===== src/rtl/pe_sys_v2.sv =====
// pe_sys_v2: systolic-array processing element with weight-stationary (WS)
// and output-stationary (OS) modes.
//
// WS mode:
//   - Weights are loaded row-indexed: the first T = ROWS-1-ROW_IDX beats are
//     passed south, the next beat is captured into the shadow register, and
//     any later beats are dropped.
//   - switch_in copies the shadow weight into the active weight.
// OS mode:
//   - The PE accumulates act*weight_in locally and emits the result on drain.
//
// Optional feature: define PE_OVF_FLAG_EN to add the ovf_sticky output.
module pe_sys_v2 #(
    parameter int DATA_W  = 16,
    parameter int FRAC_W  = 8,
    parameter int PSUM_W  = 32,
    parameter int ROWS    = 16,
    parameter int ROW_IDX = 0
) (
    input  logic              clk,
    input  logic              rst,
    input  logic              en,
    input  logic              clr,
    input  logic              mode_os,
    input  logic [DATA_W-1:0] act_in,
    input  logic              act_vld_in,
    input  logic              switch_in,
    input  logic              drain_in,
    input  logic [DATA_W-1:0] weight_in,
    input  logic              weight_vld_in,
    input  logic [PSUM_W-1:0] psum_in,
    output logic [DATA_W-1:0] act_out,
    output logic              act_vld_out,
    output logic              switch_out,
    output logic              drain_out,
    output logic [DATA_W-1:0] weight_out,
    output logic              weight_vld_out,
    output logic [PSUM_W-1:0] psum_out
`ifdef PE_OVF_FLAG_EN
    ,
    output logic              ovf_sticky
`endif
);

    localparam int PROD_W = 2 * DATA_W;
    localparam int RND_W  = PROD_W + 1;
    localparam int SCL_W  = RND_W - FRAC_W;
    // The sum is one bit wider than either operand, so it can never wrap
    // before the saturation check sees it.
    localparam int SUM_W  = ((PSUM_W > SCL_W) ? PSUM_W : SCL_W) + 1;
    localparam int T      = ROWS - 1 - ROW_IDX;
    localparam int CNT_W  = $clog2(ROWS + 1);

    localparam logic signed [RND_W-1:0] HALF   = RND_W'(1) << (FRAC_W - 1);
    localparam logic [PSUM_W-1:0]       SAT_HI = {1'b0, {(PSUM_W-1){1'b1}}};
    localparam logic [PSUM_W-1:0]       SAT_LO = {1'b1, {(PSUM_W-1){1'b0}}};

    logic signed [DATA_W-1:0] w_act;
    logic signed [DATA_W-1:0] w_sh;
    logic signed [PSUM_W-1:0] acc;
    logic [CNT_W-1:0]         cnt;

    logic signed [DATA_W-1:0] b_op;
    logic signed [PSUM_W-1:0] base;
    logic signed [PROD_W-1:0] prod;
    logic signed [RND_W-1:0]  rnd;
    logic signed [SCL_W-1:0]  scaled;
    logic signed [SUM_W-1:0]  addend;
    logic signed [SUM_W-1:0]  sum;
    logic [SUM_W-PSUM_W:0]    top;
    logic                     mac_vld;
    logic                     clamp;
    logic                     clamp_hit;
    logic [PSUM_W-1:0]        sat;

    // One shared MAC datapath.
    //   - WS mode: adds to psum_in, using the active weight.
    //   - OS mode: adds to the local accumulator, using weight_in.
    always_comb begin
        mac_vld = act_vld_in & weight_vld_in;
        b_op    = mode_os ? $signed(weight_in) : w_act;
        base    = mode_os ? acc : $signed(psum_in);
        prod    = PROD_W'($signed(act_in)) * PROD_W'(b_op);
        rnd     = RND_W'(prod) + HALF;
        scaled  = SCL_W'(rnd >>> FRAC_W);
        addend  = (mode_os ? mac_vld : 1'b1) ? SUM_W'(scaled) : '0;
        sum     = SUM_W'(base) + addend;
        top     = sum[SUM_W-1:PSUM_W-1];
        clamp   = !((&top) || !(|top));
        sat     = clamp ? (sum[SUM_W-1] ? SAT_LO : SAT_HI) : sum[PSUM_W-1:0];
        clamp_hit = clamp & (mode_os ? mac_vld : act_vld_in);
    end

    // Eastward forwarding of the activation and the control strobes.
    always_ff @(posedge clk or posedge rst) begin
        if (rst) begin
            act_out     <= '0;
            act_vld_out <= 1'b0;
            switch_out  <= 1'b0;
            drain_out   <= 1'b0;
        end else if (en) begin
            if (act_vld_in) act_out <= act_in;
            act_vld_out <= act_vld_in;
            switch_out  <= switch_in;
            drain_out   <= drain_in;
        end
    end

    // Weight path.
    //   - WS mode: row-indexed load, plus switch from shadow to active.
    //   - OS mode: weight_in is passed south unconditionally.
    always_ff @(posedge clk or posedge rst) begin
        if (rst) begin
            w_act          <= '0;
            w_sh           <= '0;
            cnt            <= '0;
            weight_out     <= '0;
            weight_vld_out <= 1'b0;
        end else if (en) begin
            weight_out     <= '0;
            weight_vld_out <= 1'b0;
            if (mode_os) begin
                if (weight_vld_in) begin
                    weight_out     <= weight_in;
                    weight_vld_out <= 1'b1;
                end
            end else begin
                if (weight_vld_in) begin
                    if (cnt < CNT_W'(T)) begin
                        weight_out     <= weight_in;
                        weight_vld_out <= 1'b1;
                        cnt            <= cnt + 1'b1;
                    end else if (cnt == CNT_W'(T)) begin
                        w_sh <= $signed(weight_in);
                        cnt  <= CNT_W'(T + 1);
                    end
                end
                // On a same-cycle capture, active takes the old shadow.
                if (switch_in) begin
                    w_act <= w_sh;
                    cnt   <= '0;
                end
            end
            if (clr) cnt <= '0;
        end
    end

    // Psum output and OS accumulator.
    //   - A drain emits the accumulator, including this cycle's beat.
    //   - Otherwise psum_in is passed straight through.
    always_ff @(posedge clk or posedge rst) begin
        if (rst) begin
            psum_out <= '0;
            acc      <= '0;
        end else if (en) begin
            if (mode_os) begin
                if (drain_in) begin
                    psum_out <= sat;
                    acc      <= '0;
                end else begin
                    psum_out <= psum_in;
                    if (mac_vld) acc <= $signed(sat);
                end
            end else begin
                psum_out <= act_vld_in ? sat : '0;
            end
            if (clr) acc <= '0;
        end
    end

`ifdef PE_OVF_FLAG_EN
    // Sticky record of any saturating result; clr wins over a same-cycle set.
    always_ff @(posedge clk or posedge rst) begin
        if (rst)      ovf_sticky <= 1'b0;
        else if (en)  ovf_sticky <= clr ? 1'b0 : (ovf_sticky | clamp_hit);
    end
`else
    logic unused_clamp;
    assign unused_clamp = clamp_hit;
`endif

endmodule


===== config.mk =====
export PLATFORM = sky130hd
export DESIGN_NAME = pe_sys_v2
export DESIGN_NICKNAME = d
export VERILOG_FILES = /design/src/rtl/pe_sys_v2.sv
export SDC_FILE = /design/constraint.sdc
export NUM_CORES = 1
export LEC_CHECK = 0
export BUFFER_PORTS_ARGS = -buffer_cell sky130_fd_sc_hd__clkbuf_2
export CAP_MARGIN = 20
export CELL_PAD_IN_SITES_DETAIL_PLACEMENT = 1
export CELL_PAD_IN_SITES_GLOBAL_PLACEMENT = 1
export CORE_MARGIN = 2
export CORE_UTILIZATION = 44
export DETAILED_ROUTE_END_ITERATION = 10
export GPL_TIMING_DRIVEN = 0
export PLACE_DENSITY_LB_ADDON = 0.1
export SETUP_SLACK_MARGIN = 0.05
export SLEW_MARGIN = 20
export SYNTH_ARGS = -nofsm -noshare
export SYNTH_HDL_FRONTEND = slang
export SYNTH_SLANG_ARGS = --single-unit

===== constraint.sdc =====
create_clock -name clk -period 9.1 [get_ports clk]
set_clock_uncertainty 0.15 [all_clocks]
set_input_delay 1.82 -clock clk [delete_from_list [all_inputs] [get_ports clk]]
set_output_delay 1.82 -clock clk [all_outputs]
set_load 0.02 [all_outputs]

==> qor.csv <==
metric,value,unit
drive_above_1_share,27.1,%
r2r_end,psum_out[29],
r2r_setup_slack,-0.41,ns
routed-wl-met3,2410,um
synth_cell_types,67,
die_y,203,um
finalHoldViolCount,0,
cap_violations,0,
syn_area,17400,um^2
critPathBufInv,9,
whs_path_depth,2,
num_rows,72,
cts_tree,built,
stdcell_area,21600,um^2
yosysMostFrequentCell,inv_1,
critPathMaxFanout,8,
met2_length,29800,um
drt_iter0_markers,579,
rsz0062_at_grt,true,
cts_num_sinks,137,
hold_class,reg -> reg,
place_congestion,0.867,
grt_use_total,29.4,%
start_util,44.8,%
synthArstFlopShare,100,%
startpoint_type,input pin,
critPathKind,in -> reg,
grt_pass1_vias,15900,
worst_slack,-1.70,ns
synth_area_leaders,"fa_1 31%, dfrtp_1 20%, ha_1 7.9%",
cp.arrival,10.97,ns
synth_area_leader_cell,fa_1,
clkTransAtPathRegs,0.06,ns
dpl.hpwl,44600,um
grt_pass1_wl,91800,um
cpLargestDelayFamily,adder cells,
ys_seq_area_share,19.7,%
cp_common_cell,fa_1,
r2r-start,w_act[1],
drt_pass1_iterations,5,
diodes,0,
ys_seq_elements,137,
finalCritPeriodShare,119,%
clock_path_buffers,2,
vias_per_cell,5.45,
synth_common_cells,"314 x inv_1, 268 x fa_1, 164 x nand2_1",
yosys.area.top_type_share,30.8,%
end_kind,register,
grt_max_degree,91,
slew_viol_final,0,
status,finished with violations,
die_w,203,um
synth_nets,2259,
die-area,41300,um^2
clock_latency,0.43,ns
synth_flop_cell,dfrtp_1,
wl_met1,24800,um
drc,0,
core-area,38900,um^2
relSlewSlack,32.4,%
portBuffers,138,
worst_hold_path.endpoint,acc[14],
cp_data_required_time,9.27,ns
cts_root_buf,clkbuf_16,
critical-path-slowest-cell,fa_1,
fill_cells,4393,
fin_nets,2500,
setup_viol,64,
postRouteAntennaNets,0,
critPathMaxStageDelay,0.56,ns
vias,14100,
final_cell_count_no_fill,2579,
min_from,acc[14],
syn_avg_cell_area,9.65,um^2
top_layer_used,met4,
wl_per_cell,22.6,um
violations,negative setup slack,
dp_cells,2465,
cts_max_level,4,
post_dp_cell_area,19200,um^2
synth_edf_count,0,
synth-warning-count,0,
fin_crit,10.80,ns
worstMarginPinSlew,1.01,ns
rr_worst_depth,35,
crit_cells,40,
num_io_pins,141,
antenna_found_initial,0,
syn_to_final_growth,23.6,%
max_clock_freq,0.0926,GHz
wl,58300,um
numCtsBuffers,17,
synthCells,1808,
overflow,0,
layout make-up:
cell class	count	area [um^2]	area share, %
Multi-Input combinational cell	1285	13600	62.9
Sequential cell	137	3430	15.9
Timing Repair Buffer	225	1560	7.23
Inverter	315	1200	5.55
Tap cell	518	648	3.00
Buffer	68	548	2.54
Clock buffer	18	429	1.99
Clock inverter	13	191	0.888
worst reg2reg max path: cells and delay by family (launching register included):
| kind | cells | cell delay (ns) |
|---|---|---|
| AOI/OAI and AO/OA | 14 | 2.72 |
| muxes | 1 | 0.37 |
| DFF | 1 | 0.38 |
| and+or+nand+nor | 5 | 1.04 |
| adders and majority gates | 8 | 3.91 |
| buffers and inverters | 7 | 0.80 |
worst max path at each step:
| stage | to | start | slack (ns) |
|---|---|---|---|
| 2_1_floorplan | psum_out[29] | mode_os | -1.48 |
| 3_5_place_dp | acc[3] | mode_os | -3.31 |
| 4_1_cts | acc[12] | mode_os | -1.71 |
| 5_1_grt | psum_out[29] | mode_os | -2.00 |
| 6_report | psum_out[29] | mode_os | -1.70 |
| 3_3_place_gp | acc[16] | mode_os | -3.23 |
routing by layer:
layer	up-vias	GRT usage [%]
li1	6302	-
met1	7375	37.7
met2	310	51.5
met3	74	5.17
met4	0	7.69
met5	-	0
state kept, by name (all words and copies together), names as in the netlist:
signal          count
switch_out          1
w_act              16
act_out            16
weight_out         16
weight_vld_out      1
acc                32
cnt                 5
act_vld_out         1
drain_out           1
w_sh               16
psum_out           32
cells by family after synthesis:
group | share of synthesized area, %
multiplexers | 6.39
AO/OA/AOI/OAI | 10.9
XOR/XNOR | 2.59
flip-flops | 19.7
buffers and inverters | 8.34
AND/OR/NAND/NOR | 13.5
adder cells (fa/ha/maj) | 38.6
stage by stage:
step                utilization (%)  hold WS [ns]  setup WS, ns  setup TNS (ns)
finish                         55.4         0.327         -1.70          -98.96
global route                   55.4         0.351         -2.00         -118.39
CTS                            53.9         0.327         -1.71         -102.15
detailed placement             49.2         0.320         -3.31         -202.61
global placement               49.1         0.306         -3.23         -199.70
floorplan                         -         0.294         -1.48          -80.32
what timing repair did:
item | 4_1_cts | 5_1_grt
setup buffers | 51 | 30
hold endpoints to repair | 0 | 0
gates resized for setup | 206 | 113
pin swaps | 85 | 60
hold buffers | 0 | 0
setup endpoints to repair | 64 | 64
gates cloned | 7 | 1
placed cells by master, fill, tap and decap left out, types with 6 or more instances in the layout:
cell type,instances
mux2i_4,6
clkbuf_2,150
o21ai_1,16
dfrtp_1,137
a21oi_1,37
a22oi_1,24
a21o_1,23
nand2b_1,26
ha_1,97
clkbuf_1,30
nor2_1,48
and3_1,17
mux2_2,80
nor2_4,18
inv_1,307
o21bai_1,7
mux2_4,8
a31oi_1,7
buf_4,61
nand2_1,160
buf_8,9
a22o_1,23
ha_4,8
buf_6,17
nand3_1,9
nor3_1,10
a21oi_2,16
buf_12,6
xor2_1,12
and2_1,40
o21ai_2,45
xnor2_1,37
o21ai_0,25
fa_1,264
clkbuf_16,24
a221o_1,8
nor2b_1,82
Power is not shown: default switching activity piles up to over one toggle a cycle in this logic, so the estimate is an artifact.
